**src/rtl/serial_adder_ctrl.sv**
```systemverilog
// serial_adder_ctrl: bit-serial adder controller.
// One single-bit full-adder cell is reused across a WIDTH-bit addition,
// processing one bit pair per clock, LSB first. The carry is fed back
// through a register. The result is assembled in a shift register and
// published on Sum/Carry together with a one-cycle done pulse.
module serial_adder_ctrl #(
  parameter int WIDTH = 8
) (
  input  logic             clk,
  input  logic             rst,
  input  logic             start,
  input  logic [WIDTH-1:0] A,
  input  logic [WIDTH-1:0] B,
  input  logic             Cin,
  output logic             busy,
  output logic             done,
  output logic [WIDTH-1:0] Sum,
  output logic             Carry
);

  localparam int CNT_W = (WIDTH > 1) ? $clog2(WIDTH) : 1;
  localparam logic [CNT_W-1:0] CNT_LAST = CNT_W'(WIDTH - 1);

  typedef enum logic [1:0] {
    IDLE = 2'd0,
    RUN  = 2'd1,
    DONE = 2'd2
  } state_e;

  state_e             state_q, state_d;
  logic [WIDTH-1:0]   op_a_q, op_a_d;
  logic [WIDTH-1:0]   op_b_q, op_b_d;
  logic               carry_q, carry_d;
  logic [CNT_W-1:0]   cnt_q, cnt_d;
  logic [WIDTH-1:0]   sum_q, sum_d;
  logic               carry_out_q, carry_out_d;
  logic               busy_q, busy_d;
  logic               done_q, done_d;

  logic               s_bit;
  logic               c_bit;
  logic               acc_clr_s;
  logic               acc_en_s;
  logic [WIDTH-1:0]   sum_final_s;

  // The single full-adder cell: the only adder logic in the design.
  assign s_bit = op_a_q[0] ^ op_b_q[0] ^ carry_q;
  assign c_bit = (op_a_q[0] & op_b_q[0]) | (op_a_q[0] & carry_q) | (op_b_q[0] & carry_q);

  // Result accumulator. Only the lower WIDTH-1 sum bits ever need storing:
  // the MSB sum bit comes straight from the cell on the final RUN edge.
  generate
    if (WIDTH == 1) begin : g_acc_none
      assign sum_final_s = s_bit;
    end else begin : g_acc
      logic [WIDTH-2:0] acc_q, acc_d;

      // Accumulator next state: clear on accept, shift in s_bit while running.
      always_comb begin
        acc_d = acc_q;
        if (acc_clr_s) begin
          acc_d = {(WIDTH-1){1'b0}};
        end else if (acc_en_s) begin
          if (WIDTH == 2) begin
            acc_d = s_bit;
          end else begin
            acc_d = {s_bit, acc_q[WIDTH-2:1]};
          end
        end else begin
          acc_d = acc_q;
        end
      end

      // Accumulator register with synchronous reset.
      always_ff @(posedge clk) begin
        if (rst) begin
          acc_q <= {(WIDTH-1){1'b0}};
        end else begin
          acc_q <= acc_d;
        end
      end

      assign sum_final_s = {s_bit, acc_q};
    end
  endgenerate

  // Next-state and datapath control for the IDLE/RUN/DONE sequencer.
  always_comb begin
    state_d     = state_q;
    op_a_d      = op_a_q;
    op_b_d      = op_b_q;
    carry_d     = carry_q;
    cnt_d       = cnt_q;
    sum_d       = sum_q;
    carry_out_d = carry_out_q;
    acc_clr_s   = 1'b0;
    acc_en_s    = 1'b0;
    case (state_q)
      IDLE: begin
        if (start) begin
          op_a_d    = A;
          op_b_d    = B;
          carry_d   = Cin;
          cnt_d     = {CNT_W{1'b0}};
          acc_clr_s = 1'b1;
          state_d   = RUN;
        end else begin
          state_d = IDLE;
        end
      end
      RUN: begin
        op_a_d   = op_a_q >> 1;
        op_b_d   = op_b_q >> 1;
        carry_d  = c_bit;
        cnt_d    = cnt_q + CNT_W'(1);
        acc_en_s = 1'b1;
        if (cnt_q == CNT_LAST) begin
          sum_d       = sum_final_s;
          carry_out_d = c_bit;
          state_d     = DONE;
        end else begin
          state_d = RUN;
        end
      end
      DONE: begin
        state_d = IDLE;
      end
      default: begin
        state_d = IDLE;
      end
    endcase
    busy_d = (state_d == RUN);
    done_d = (state_d == DONE);
  end

  // State, datapath and registered outputs; rst overrides everything.
  always_ff @(posedge clk) begin
    if (rst) begin
      state_q     <= IDLE;
      op_a_q      <= {WIDTH{1'b0}};
      op_b_q      <= {WIDTH{1'b0}};
      carry_q     <= 1'b0;
      cnt_q       <= {CNT_W{1'b0}};
      sum_q       <= {WIDTH{1'b0}};
      carry_out_q <= 1'b0;
      busy_q      <= 1'b0;
      done_q      <= 1'b0;
    end else begin
      state_q     <= state_d;
      op_a_q      <= op_a_d;
      op_b_q      <= op_b_d;
      carry_q     <= carry_d;
      cnt_q       <= cnt_d;
      sum_q       <= sum_d;
      carry_out_q <= carry_out_d;
      busy_q      <= busy_d;
      done_q      <= done_d;
    end
  end

  assign busy  = busy_q;
  assign done  = done_q;
  assign Sum   = sum_q;
  assign Carry = carry_out_q;

endmodule

```
**config.mk**
```make
export PLATFORM = sky130hd
export DESIGN_NAME = serial_adder_ctrl
export DESIGN_NICKNAME = d
export VERILOG_FILES = /design/src/rtl/serial_adder_ctrl.sv
export SDC_FILE = /design/constraint.sdc
export NUM_CORES = 1
export LEC_CHECK = 0
export CAP_MARGIN = 20
export CELL_PAD_IN_SITES_DETAIL_PLACEMENT = 1
export CELL_PAD_IN_SITES_GLOBAL_PLACEMENT = 1
export CORE_UTILIZATION = 49
export CTS_BUF_LIST = sky130_fd_sc_hd__clkbuf_4
export CTS_CLUSTER_DIAMETER = 40
export DETAILED_ROUTE_END_ITERATION = 8
export DONT_BUFFER_PORTS = 1
export HOLD_SLACK_MARGIN = 0.03
export PLACE_DENSITY_LB_ADDON = 0.1
export RECOVER_POWER = 100
export SLEW_MARGIN = 20
export SYNTH_ARGS = -nofsm -noshare
export SYNTH_HDL_FRONTEND = slang
export SYNTH_SLANG_ARGS = --single-unit
```
**constraint.sdc**
```tcl
create_clock -name clk -period 1.45 [get_ports clk]
set_input_delay 0.435 -clock clk [delete_from_list [all_inputs] [get_ports clk]]
set_output_delay 0.435 -clock clk [all_outputs]
set_load 0.1 [all_outputs]
```
; ---- Yosys cells after proc, flatten, opt, wreduce, memory -nomap -nowiden
; Cells that the tools add are included.
[op_classes]
n_eq_ne = 5
reduce_logical = 5
add_sub_neg = 1
n_bitwise = 7
n_mux = 14
[ops]
columns = operator, count
row1 = $pmux W8 S2, 2
row2 = $mux W8, 2
row3 = $pmux W3 S2, 1
row4 = $mux W1, 5
row5 = $eq A2 B1 Y1 const B, 2
row6 = $pmux W2 S2, 1
row7 = $reduce_and A2 Y1, 2
row8 = $add A3 B1 Y3 const B, 1
row9 = $and A1 B1 Y1, 3
row10 = $eq A3 B3 Y1 const B, 1
row11 = $mux W3, 1
row12 = $eq A2 B2 Y1 const B, 1
row13 = $logic_not A2 Y1, 1
row14 = $mux W2, 1
row15 = $ne A2 B2 Y1 const B, 1
row16 = $or A1 B1 Y1, 2
row17 = $pmux W1 S2, 1
row18 = $reduce_bool A2 Y1, 1
row19 = $reduce_or A2 Y1, 1
row20 = $xor A1 B1 Y1, 2
[totals]
word_cells = 42
input_bits = 20
out_inout_bits = 11
register_bits = 40

; ---- Depth between registers and ports, before layout
[depth]
depth_word = 4
mapped_depth = 6
depth_no_buf = 5

; ---- Least setup slack after synthesis
; Ideal clock, no wire load.
[synth_path]
path_kind = flip-flop to output port
from = register carry_out_q, in the netlist Carry
to = output port Carry
setup_slack_ns = 0.091
t_arrival_ns = 0.924
stages_incl_launch_ff = 1
path_buffers = 0
t_required_ns = 1.015
cell_sequence = dfxtp_1
[synth_rtl]
columns = item, line
row1 = from (decl), 36  ; logic carry_out_q, carry_out_d;
row2 = from (signal assigned), 155  ; carry_out_q <= carry_out_d;
row3 = to (decl), 18  ; output logic Carry
; No word-level cell between the ends.

; ---- Worst setup path in the final report
[layout_path]
from = register sum_q[2], in the netlist Sum[2]
to = output port Sum[2]
[layout_rtl]
columns = item, line
row1 = from (decl), 35  ; logic [WIDTH-1:0] sum_q, sum_d;
row2 = from (signal assigned), 144  ; sum_q <= {WIDTH{1'b0}};
row3 = from (signal assigned), 154  ; sum_q <= sum_d;
row4 = to (decl), 17  ; output logic [WIDTH-1:0] Sum,
; No word-level cell between the ends.

==> reports/metrics.cfg <==
[timing]
finalCriticalPeriod_ps=1400
tightest_slew_ps=604
finClkSkew_ps=11.2
slew_headroom=0.597
setup-tns-final_ps=0
finalHoldViolations=0
setup_viol=0
worst_slack_ps=51.9
drv_slew=0
fin_crit_sh=0.964
timing.fmax_mhz=715
rsz0062_at_grt=no

[flow_run]
maxCapViolCount=0

[worst_setup_path]
cpLargestDelayFamily=flip-flops
cp_num_buf_inv=1
cp_slowest_stage_delay_ps=340
cp-start-kind=register
worstPathRequired_ps=1020
worst_setup_path_end_kind=output port
cp.arrival_ps=960
crit_chain=buf_4
crit_fanout=2
critPathSlowestCell=dfxtp_1
setup.worst_path.class=register to output port

[synth]
synth-main-ff-cell=dfxtp_1
synth.area.top_cells=dfxtp_1 (51%), mux2i_1 (10%), a211oi_1 (8.1%)
ys_types=20
syn_inst=162
synthArstFlopShare=0
syn_area_um2=1570
yosysTopAreaCell=dfxtp_1
ys_ff_latch=40
syn_nets=185
synth_top_area_share=0.510
synth-edff-count=0
syn_area_per_cell_um2=9.69
yosys_warnings=0
ys_seq_area_frac=0.510

[grt]
grt_pass1_vias=1168
grt_pass1_wl_mm=5.18
overflow=0
grt_antenna_before_repair=0
grt.total_usage=0.204
grt_max_degree=41

[floorplan]
die_h_um=58.6
start_util=0.514
ioPinCount=31
die_area_um2=3430
rows=20
die_w_um=58.6
core_um2=3050

[drt]
drt_iter0_drc=35
drc_errors=0
antenna_left=0
routed_wl_mm=3.21
drt_first_pass_iters=4
num_vias=1182
viasPerCell=5.42
wl_per_cell_um=14.7

[placed_design]
place_ws_ps=-220
port_buffers=0
place_congestion=0.749
hpwl_mm=2.17

[clock_tree]
ctsHoldBuffers=0
cts.htree.levels=2
clk_pin_slew_worst_paths_ps=110
cts_made_buffers=5
cts_root_buf=clkbuf_4
clock-sinks=40
cts_max_path_buffers=2
tritoncts=built
clock_latency_ps=340

[layout]
final_cell_mix=dfxtp_1 (40), nor2_1 (29), nand2_1 (18), a211oi_1 (17), mux2i_1 (16)
final_layout_size_suffix_gt1_frac=0.155
fillers=372
area_delta_synth_final_pct=11.8
n_antenna_cell=0
nNetsFinal=196
layout_commonest_cell=dfxtp_1

[power]
power_uw=1930
power_density_nw_per_um2=1100
ir_drop_mv=0.690
leakagePower_uw=0.000689

[min_path]
worst_hold_path_type=primary input to register

[status]
status=finished clean

[sequential cells by signal (all words and copies together) (netlist names)]
signal       cells
Carry            1
Sum              8
busy             1
carry_q          1
cnt_q            3
done             1
g_acc.acc_q      7
op_a_q           8
op_b_q           8
state_q          2
[per-stage QoR]
stage          cell area, um2   util  cells  hold slack (ps)
6_report                 1750  0.575    218              145
5_1_grt                  1750  0.575    218              128
2_1_floorplan            1570      -    162              432
4_1_cts                  1760  0.576    217              137
3_3_place_gp             1690  0.554    208              443
3_5_place_dp             1690  0.554    208              451
[layer usage]
| layer | up-vias | share of wire | GRT usage |
|---|---|---|---|
| met5 | - | 0 | 0 |
| met4 | 0 | 0.0090 | 0.0714 |
| met3 | 5 | 0.044 | 0.0703 |
| met2 | 23 | 0.48 | 0.338 |
| met1 | 562 | 0.46 | 0.248 |
| li1 | 592 | - | - |
[cells in the mapped netlist, drive strengths merged (2+ instances only)]
cell type	count
dfxtp	40
nor2	29
nand2	18
a211oi	17
mux2i	16
a22oi	11
a21oi	9
buf	9
clkbuf	4
ha	2
[repair_timing]
action / in CTS / in global routing
setup buffers: 1 / 0
gates cloned: 0 / 1
setup endpoints to repair: 16 / 9
resized for setup: 1 / 3
[report_power, final]
| part | total (uW) | internal (uW) | switching, uW |
|---|---|---|---|
| registers | 1180 | 1150 | 29.0 |
| clock network | 558 | 224 | 334 |
| logic | 192 | 83.7 | 108 |
[final timing paths]
kind,from,to,slack [ps],depth (start not counted)
max,Sum[2],Sum[2],50,1
min,rst,Sum[1],140,1
max reg2reg,state_q[0],op_b_q[0],120,4
min reg2reg,g_acc.acc_q[0],Sum[0],460,2
[cell families (layout without fill, tap and decap cells)]
logic type / Yosys count / in the layout / share of synthesized area
and+or+nand+nor: 51 / 52 / 0.132
muxes: 16 / 16 / 0.102
AOI/OAI and AO/OA: 39 / 39 / 0.174
buffers and inverters: 13 / 24 / 0.0534
DFF: 40 / 40 / 0.510
adders and majority gates: 3 / 3 / 0.0287
[area by class of cell]
type	count	area, um2	area share
flip-flops and latches	40	801	0.456
well taps	44	55.1	0.0314
clock buffers	7	52.6	0.0300
multi-input cells	110	701	0.399
repair buffers	16	141	0.0806
clock inverters	1	3.75	0.00214
Note: power is estimated with default switching activity, not from simulation.
